--- config.mk ---
export PLATFORM = sky130hd
export DESIGN_NAME = mac_arbiter
export DESIGN_NICKNAME = d
export VERILOG_FILES = /design/src/rtl/mac_arbiter.sv
export SDC_FILE = /design/constraint.sdc
export NUM_CORES = 1
export LEC_CHECK = 0
export BUFFER_PORTS_ARGS = -buffer_cell sky130_fd_sc_hd__buf_2
export CORE_AREA = 2 2 157 159
export CTS_CLUSTER_DIAMETER = 30
export CTS_CLUSTER_SIZE = 20
export DETAILED_ROUTE_END_ITERATION = 16
export DIE_AREA = 0 0 159 161
export PLACE_DENSITY_LB_ADDON = 0.05
export SYNTH_ARGS = -nofsm -noshare
export SYNTH_HDL_FRONTEND = slang
export SYNTH_SLANG_ARGS = --single-unit
--- constraint.sdc ---
create_clock -name clk -period 7.7 [get_ports clk]
set_input_delay 1.54 -clock clk [delete_from_list [all_inputs] [get_ports clk]]
set_output_delay 1.54 -clock clk [all_outputs]
set_load 0.005 [all_outputs]
--- src/rtl/mac_arbiter.sv ---
// mac_arbiter: round-robin scheduler sharing one sequential MAC among N_REQ requesters
module mac_arbiter #(
    parameter int DATA_WIDTH = 32,
    parameter int N_REQ      = 4,
    parameter int TIMEOUT    = 1024
) (
    input  logic                        clk,
    input  logic                        rst,
    input  logic [N_REQ-1:0]            req,
    input  logic [N_REQ*DATA_WIDTH-1:0] req_a,
    input  logic [N_REQ*DATA_WIDTH-1:0] req_b,
    output logic [N_REQ-1:0]            gnt,
    output logic [N_REQ-1:0]            done,
    output logic [DATA_WIDTH-1:0]       result,
    output logic                        err,
    output logic                        mac_clr,
    output logic                        mac_start,
    output logic [DATA_WIDTH-1:0]       mac_a,
    output logic [DATA_WIDTH-1:0]       mac_b,
    input  logic                        mac_busy,
    input  logic [DATA_WIDTH-1:0]       mac_dout
);
    localparam int IW = $clog2(N_REQ);
    localparam int CW = $clog2(TIMEOUT + 1);
    localparam logic [IW:0] NR = (IW + 1)'(N_REQ);

    typedef enum logic [2:0] {S_IDLE, S_CLEAR, S_START, S_SETTLE, S_WAIT, S_DONE} state_t;

    state_t                r_state;
    state_t                w_next;
    logic [IW-1:0]         r_ptr;
    logic [IW-1:0]         r_idx;
    logic [CW-1:0]         r_cnt;
    logic [N_REQ-1:0]      r_gnt;
    logic [N_REQ-1:0]      r_done;
    logic [DATA_WIDTH-1:0] r_result;
    logic                  r_err;
    logic                  r_clr;
    logic                  r_start;
    logic [DATA_WIDTH-1:0] r_a;
    logic [DATA_WIDTH-1:0] r_b;

    logic [N_REQ-1:0]      w_rot;
    logic [IW-1:0]         w_off;
    logic [IW:0]           w_sum;
    logic [IW-1:0]         w_win;
    logic [IW-1:0]         w_ptr_nxt;
    logic [DATA_WIDTH-1:0] w_a;
    logic [DATA_WIDTH-1:0] w_b;
    logic                  w_timeout;
    logic                  w_finish;

    // Requests rotated so bit 0 is the requester currently holding top priority
    assign w_rot     = N_REQ'({req, req} >> r_ptr);
    assign w_sum     = {1'b0, r_ptr} + {1'b0, w_off};
    assign w_win     = (w_sum >= NR) ? IW'(w_sum - NR) : IW'(w_sum);
    assign w_ptr_nxt = (r_idx == IW'(N_REQ - 1)) ? '0 : r_idx + 1'b1;
    assign w_timeout = (r_cnt == CW'(TIMEOUT - 1));
    assign w_finish  = (r_state == S_WAIT) && (!mac_busy || w_timeout);

    assign gnt       = r_gnt;
    assign done      = r_done;
    assign result    = r_result;
    assign err       = r_err;
    assign mac_clr   = r_clr;
    assign mac_start = r_start;
    assign mac_a     = r_a;
    assign mac_b     = r_b;

    // Offset of the first pending request above the pointer (lowest offset wins)
    always_comb begin
        w_off = '0;
        for (int k = N_REQ - 1; k >= 0; k--) if (w_rot[k]) w_off = IW'(k);
    end

    // Operand slices belonging to the arbitration winner
    always_comb begin
        w_a = '0;
        w_b = '0;
        for (int k = 0; k < N_REQ; k++) begin
            if (w_win == IW'(k)) begin
                w_a = req_a[k*DATA_WIDTH +: DATA_WIDTH];
                w_b = req_b[k*DATA_WIDTH +: DATA_WIDTH];
            end
        end
    end

    // Next-state sequencing of one MAC operation
    always_comb begin
        w_next = r_state;
        case (r_state)
            S_IDLE:   w_next = (|req) ? S_CLEAR : S_IDLE;
            S_CLEAR:  w_next = S_START;
            S_START:  w_next = S_SETTLE;
            S_SETTLE: w_next = S_WAIT;
            S_WAIT:   w_next = w_finish ? S_DONE : S_WAIT;
            S_DONE:   w_next = S_IDLE;
            default:  w_next = S_IDLE;
        endcase
    end

    // State register
    always_ff @(posedge clk or negedge rst) begin
        if (!rst) r_state <= S_IDLE;
        else      r_state <= w_next;
    end

    // Registered outputs, grant bookkeeping, timeout counter and result capture
    always_ff @(posedge clk or negedge rst) begin
        if (!rst) begin
            r_ptr    <= '0;
            r_idx    <= '0;
            r_cnt    <= '0;
            r_gnt    <= '0;
            r_done   <= '0;
            r_result <= '0;
            r_err    <= 1'b0;
            r_clr    <= 1'b0;
            r_start  <= 1'b0;
            r_a      <= '0;
            r_b      <= '0;
        end else begin
            r_clr   <= (r_state == S_IDLE) && (|req);
            r_start <= (r_state == S_CLEAR);
            r_done  <= w_finish ? r_gnt : '0;
            r_err   <= w_finish && mac_busy;
            if ((r_state == S_IDLE) && (|req)) begin
                r_gnt <= N_REQ'(1) << w_win;
                r_idx <= w_win;
                r_a   <= w_a;
                r_b   <= w_b;
            end
            if (r_state == S_DONE) begin
                r_gnt <= '0;
                r_ptr <= w_ptr_nxt;
            end
            if (r_state == S_SETTLE) r_cnt <= '0;
            else if ((r_state == S_WAIT) && mac_busy && !w_timeout) r_cnt <= r_cnt + 1'b1;
            if (w_finish) r_result <= mac_busy ? '0 : mac_dout;
        end
    end
endmodule

==> flow_summary.ini, run 1 <==
[synthesis]
synth.most_common_cell = nor2b_1
synth_edf_count = 0
ys_types = 47
syn_nets = 1043
synthTopCellsByCount = nor2b_1 (130), dfrtp_1 (125), nand2_1 (78), o31ai_1 (68), a221oi_1 (64)
synth_area_leaders = dfrtp_1 (43%), nor2b_1 (11%), a221oi_1 (7.8%)
seq_area_frac_synth = 0.433
synth-async-reset-ratio = 1.00
postSynthRegisterBits = 125
synth.largest_area_cell = dfrtp_1
netlist.area_leader.share = 0.433
yosysWarnings = 0
netlist_area_sq_um = 7220
syn_inst = 745
synthFlopType = dfrtp_1
postSynthAreaPerCell_sq_um = 9.69

[place]
place_congestion = 0.815
dp_cells = 1398
portBuffers = 401
place_ws_ns = 2.93
hpwl_um = 19000
place_area_sq_um = 9370

[final_layout]
seq_area_sq_um = 3130
fin_area_sq_um = 9940
drive_above_1_share = 0.414
multi_input_area_sq_um = 3690
area_delta_synth_final_pct = 37.7
layout.cells.non_filler = 1433
layout.nets = 1391
fillCellCount = 2486

[die]
start_util = 0.301
die_width_um = 159
io_pins = 402
rows = 57
core_area_sq_um = 24000
die_area_sq_um = 25600
die_h_um = 161

[route]
wirelength_um = 26900
vias_per_cell = 5.03
first_pass_iters = 4
drt-met1-wl_um = 11300
route.met2.wl_um = 13500
wire_per_inst_um = 18.8
drtIter0Drc = 450
maxUsedRoutingLayer = met5
vias = 7214
met3_length_um = 1780
ant_nets = 0
route.detailed.drc = 0

[clocking]
holdBufCountCts = 0
clkTransAtPathRegs_ns = 0.07
h-tree-depth = 4
clk_latency_ns = 0.42
cts_buffers = 17
cts_tree = done
clk_path_buf_depth = 2
clock_sinks = 125
clockRootBuffer = clkbuf_16
cts_resized = 0
cts_setup_buffers = 0

[setup_path]
path_max_fanout = 29
cp-start-kind = input port
cp.arrival_ns = 4.61
critPathKind = input port to register
cp-startpoint = req[1]
r2r_start = r_ptr[0]$_DFFE_PN0P_
required_ns = 7.98
cp-end-kind = register

[timing]
setup_slack_ns = 3.37
finalMaxSlewViolations = 0
final.setup_skew_ns = 0.0129
worst_pin_slew_ns = 0.935
max_freq_mhz = 231
finalHoldViolCount = 0
period_share = 0.562
max_slew_margin = 0.361
tns_ns = 0
setup_violations = 0
period_needed_ns = 4.33
rsz0062_at_grt = no

[job]
cap_violations = 0

[global_routing]
grt_first_pass_wirelength_um = 41400
antenna_found_initial = 6
grt_use_total = 0.207
grt_max_degree = 113
grt_pass1_vias = 7102
overflow = 0

[power]
ir_drop_mv = 0.238
leakagePower_nw = 4.69
p_per_area_nw_per_um2 = 424

[worst_hold_path]
worstHoldStart = mac_a[15]$_DFFE_PN0P_
hold_path_class = register to register

[run_status]
run_status = complete, no violations
## layout make-up
cell class,instances,area share
Multi-Input combinational cell,527,0.371
Sequential cell,125,0.315
Timing Repair Buffer,414,0.214
Clock buffer,17,0.0428
Tap cell,324,0.0408
Clock inverter,15,0.0138
Inverter,8,0.00302
Antenna cell,3,0.000755
## through the flow
step                 util  total power [mW]  hold WS [ns]
floorplan               -              2.73         0.454
global placement    0.391              3.49         0.459
detailed placement  0.391              3.48         0.461
CTS                 0.415              4.27         0.476
global route        0.415              4.60         0.499
finish              0.415              4.22         0.470
## report_power, final
part / internal [mW] / leakage (nW) / switching (mW)
sequential: 0.957 / 1.58 / 0.169
clock: 0.428 / 0.270 / 0.345
combinational: 0.913 / 2.84 / 1.40
## cell families (layout without fill, tap and decap cells)
kind of cell | after synthesis | count (layout) | share of synthesized area
other | 0 | 3 | 0
buffers and inverters | 93 | 454 | 0.0624
adders and majority gates | 3 | 3 | 0.00520
muxes | 3 | 3 | 0.00502
xor gates and xnor gates | 8 | 8 | 0.00970
DFF | 125 | 125 | 0.433
and+or+nand+nor | 259 | 259 | 0.191
AOI/OAI and AO/OA | 254 | 254 | 0.293
## critical path, stage by stage
cell and delay (ns):
buf_2 0.15, and3b_1 0.19, a21oi_1 0.11, nor2_1 0.05, a21oi_1 0.13, o221ai_1 0.18, ha_4 0.22, xor2_1 0.29
nand3_2 0.60, buf_4 0.50, buf_4 0.23, a221oi_1 0.28, o31ai_1 0.11
## cells in the final DEF (no fill, tap or decap), types with 2 or more instances in the layout
cell type     n
nor3b_1       4
nand3b_1      2
inv_8         4
xnor2_1       6
xor2_1        2
a32o_1        2
inv_1         8
ha_1          2
o21ai_0       7
a2111oi_1    10
a22o_1       32
clkbuf_16    17
buf_2       400
and3b_1       2
diode_2       3
nor4_1        3
a21oi_1       4
o211ai_1      3
nand3_1       7
a2111oi_0    54
o31ai_1      68
or3_1         3
nor2b_1     130
a221oi_1     64
o41ai_1       2
buf_4        12
nand2_1      78
nor2_1       20
inv_6         7
dfrtp_1     125
nor3_1        2
clkinvlp_4    3
## per-layer routing
| layer | GRT usage | up-vias |
|---|---|---|
| li1 | - | 3545 |
| met1 | 0.259 | 3374 |
| met2 | 0.351 | 262 |
| met3 | 0.0614 | 27 |
| met4 | 0.0521 | 6 |
| met5 | 0 | - |
## registers in the layout (all words and copies together) (netlist names), 2 cells and up
signal	flops
r_ptr	2
done	4
result	32
gnt	4
r_cnt	11
r_state	3
mac_a	32
mac_b	32
r_idx	2
## path summary, 6_finish.rpt
path / to / slack [ns] / depth (start not counted)
worst max-delay path: mac_b[21]$_DFFE_PN0P_ / 3.37 / 13
worst min-delay path: mac_a[15]$_DFFE_PN0P_ / 0.47 / 2
worst max register to register: mac_b[21]$_DFFE_PN0P_ / 4.09 / 12
worst min register to register: mac_a[15]$_DFFE_PN0P_ / 0.47 / 2
max in group asynchronous: mac_a[9]$_DFFE_PN0P_ / 5.29 / 2
min in group asynchronous: mac_a[29]$_DFFE_PN0P_ / 1.09 / 1
No activity file was read; power rests on OpenSTA's default activity.
==> run 2: changes to the inputs <==
==> constraint.sdc (replaced) <==
create_clock -name clk -period 3.8 [get_ports clk]
set_input_delay 0.76 -clock clk [delete_from_list [all_inputs] [get_ports clk]]
set_output_delay 0.76 -clock clk [all_outputs]
set_load 0.005 [all_outputs]
==> run 2 against run 1 <==
  * Final cell count rose by 0.56%
  * Sequential cell count did not move
  * Sequential share of layout area fell by 0.36 points
  * Non-clock buffer count increased by 6
  * Combinational power up 110%
  * Wire length up 1.5%
  * Power grew 110%
  * Via count up 2.4%
  * Final area is 1.2% higher
  * Die area stayed put
  * Clock skew rose by 0.0028 ns
  * Critical path depth is 2 lower
==> flow_summary.ini, run 2 (synthesis results as in run 1) <==
[power]
total_power_mw = 8.72
p_per_area_nw_per_um2 = 867
leakagePower_nw = 4.74
pwr-share-clk = 0.183
sw_frac_of_total = 0.450
ir_drop_mv = 0.448
power.switching_mw = 3.93
power_frac_seq = 0.263
combPwrFrac = 0.554
p_int_mw = 4.79

[timing]
max_slew_margin = 0.513
finalMaxSlewViolations = 0
period_needed_ns = 3.05
final.setup_skew_ns = 0.0157
worst_pin_slew_ns = 0.712
setup_violations = 0
period_share = 0.803
tns_ns = 0
rsz0062_at_grt = no
holdWs_ns = 0.261
setup_slack_ns = 0.747
finalHoldViolCount = 0
max_freq_mhz = 328

[die]
die_h_um = 161
die_area_sq_um = 25600
io_pins = 402
start_util = 0.301
rows = 57
core_area_sq_um = 24000
die_width_um = 159

[setup_path]
r2r_start = r_ptr[0]$_DFFE_PN0P_
cp-end-kind = register
path_max_fanout = 33
rr_worst_depth = 11
r2r_setup_slack_ns = 0.75
cp.arrival_ns = 3.33
required_ns = 4.08
cp-start-kind = register
critPathKind = register to register
r2r_end = mac_b[20]$_DFFE_PN0P_

[clocking]
clk_latency_ns = 0.43
cts_resized = 0
clockRootBuffer = clkbuf_16
h-tree-depth = 4
clkTransAtPathRegs_ns = 0.06
clk_path_buf_depth = 2
cts_buffers = 17
clock_sinks = 125
holdBufCountCts = 0
cts_setup_buffers = 0
cts_tree = done

[final_layout]
final_common_cell = buf_2
layout.nets = 1397
layout.cells.non_filler = 1441
mostFrequentLayoutCells = buf_2 (400), nor2b_1 (130), dfrtp_1 (125)
fin_util = 0.420
fillCellCount = 2499
fin_area_sq_um = 10100
drive_above_1_share = 0.417
area_delta_synth_final_pct = 39.3

[route]
drt-met1-wl_um = 11600
ant_nets = 0
drtIter0Drc = 479
route.met2.wl_um = 13400
vias_per_cell = 5.13
met3_length_um = 1870
route.detailed.drc = 0
vias = 7386
wire_per_inst_um = 19.0
maxUsedRoutingLayer = met4
wirelength_um = 27300
first_pass_iters = 5

[worst_hold_path]
hold_path_class = input port to asynchronous set/reset pin

[global_routing]
antenna_found_initial = 4
grt_use_total = 0.210
grt_pass1_vias = 7323
overflow = 0
grt_max_degree = 98
grt_first_pass_wirelength_um = 42100

[job]
cap_violations = 0

[place]
hpwl_um = 19500
portBuffers = 401
place_congestion = 0.836
place_area_sq_um = 9480
place_ws_ns = 0.414
dp_cells = 1404

[run_status]
run_status = complete, no violations
run 2: power groups by stage:
stage	Combinational (mW)	Clock, mW	Sequential, mW
2_1_floorplan	3.25	0	2.29
3_3_place_gp	4.89	0	2.31
3_5_place_dp	4.88	0	2.31
4_1_cts	4.88	1.64	2.30
5_1_grt	5.41	1.71	2.38
6_report	4.83	1.60	2.30
run 2: worst max-delay path: stages, from the launching register on:
cell	delay [ns]
dfrtp_1	0.52
and3b_1	0.23
a21oi_1	0.11
nor2_1	0.05
a21oi_1	0.12
o221ai_1	0.17
ha_4	0.21
xnor2_1	0.38
nor3_4	0.05
buf_4	0.26
a2111oi_0	0.67
o31ai_1	0.12
run 2: per-layer routing:
metal	track usage	vias up
li1	-	3558
met1	0.269	3484
met3	0.0534	37
met2	0.346	307
met5	0	-
met4	0.0723	0
run 2: layout make-up:
cell class	count	area, sq um	share of cell area
diodes	5	12.5	0.00124
multi-input cells	527	3690	0.367
repair buffers	420	2230	0.222
clock buffers	17	425	0.0423
inverters	8	30.0	0.00299
flip-flops and latches	125	3130	0.311
clock inverters	15	140	0.0139
well taps	324	405	0.0403
run 2: worst max-delay path by stage:
stage / from / to / slack [ns] / cells past startpoint
floorplan: req[2] / mac_a[11]$_DFFE_PN0P_ / 0.99 / 11
global placement: req[1] / mac_a[18]$_DFFE_PN0P_ / 0.44 / 12
detailed placement: req[1] / mac_b[20]$_DFFE_PN0P_ / 0.41 / 12
CTS: r_ptr[0]$_DFFE_PN0P_ / mac_b[20]$_DFFE_PN0P_ / 0.78 / 11
global route: r_ptr[0]$_DFFE_PN0P_ / mac_b[20]$_DFFE_PN0P_ / 0.52 / 11
finish: r_ptr[0]$_DFFE_PN0P_ / mac_b[20]$_DFFE_PN0P_ / 0.75 / 11
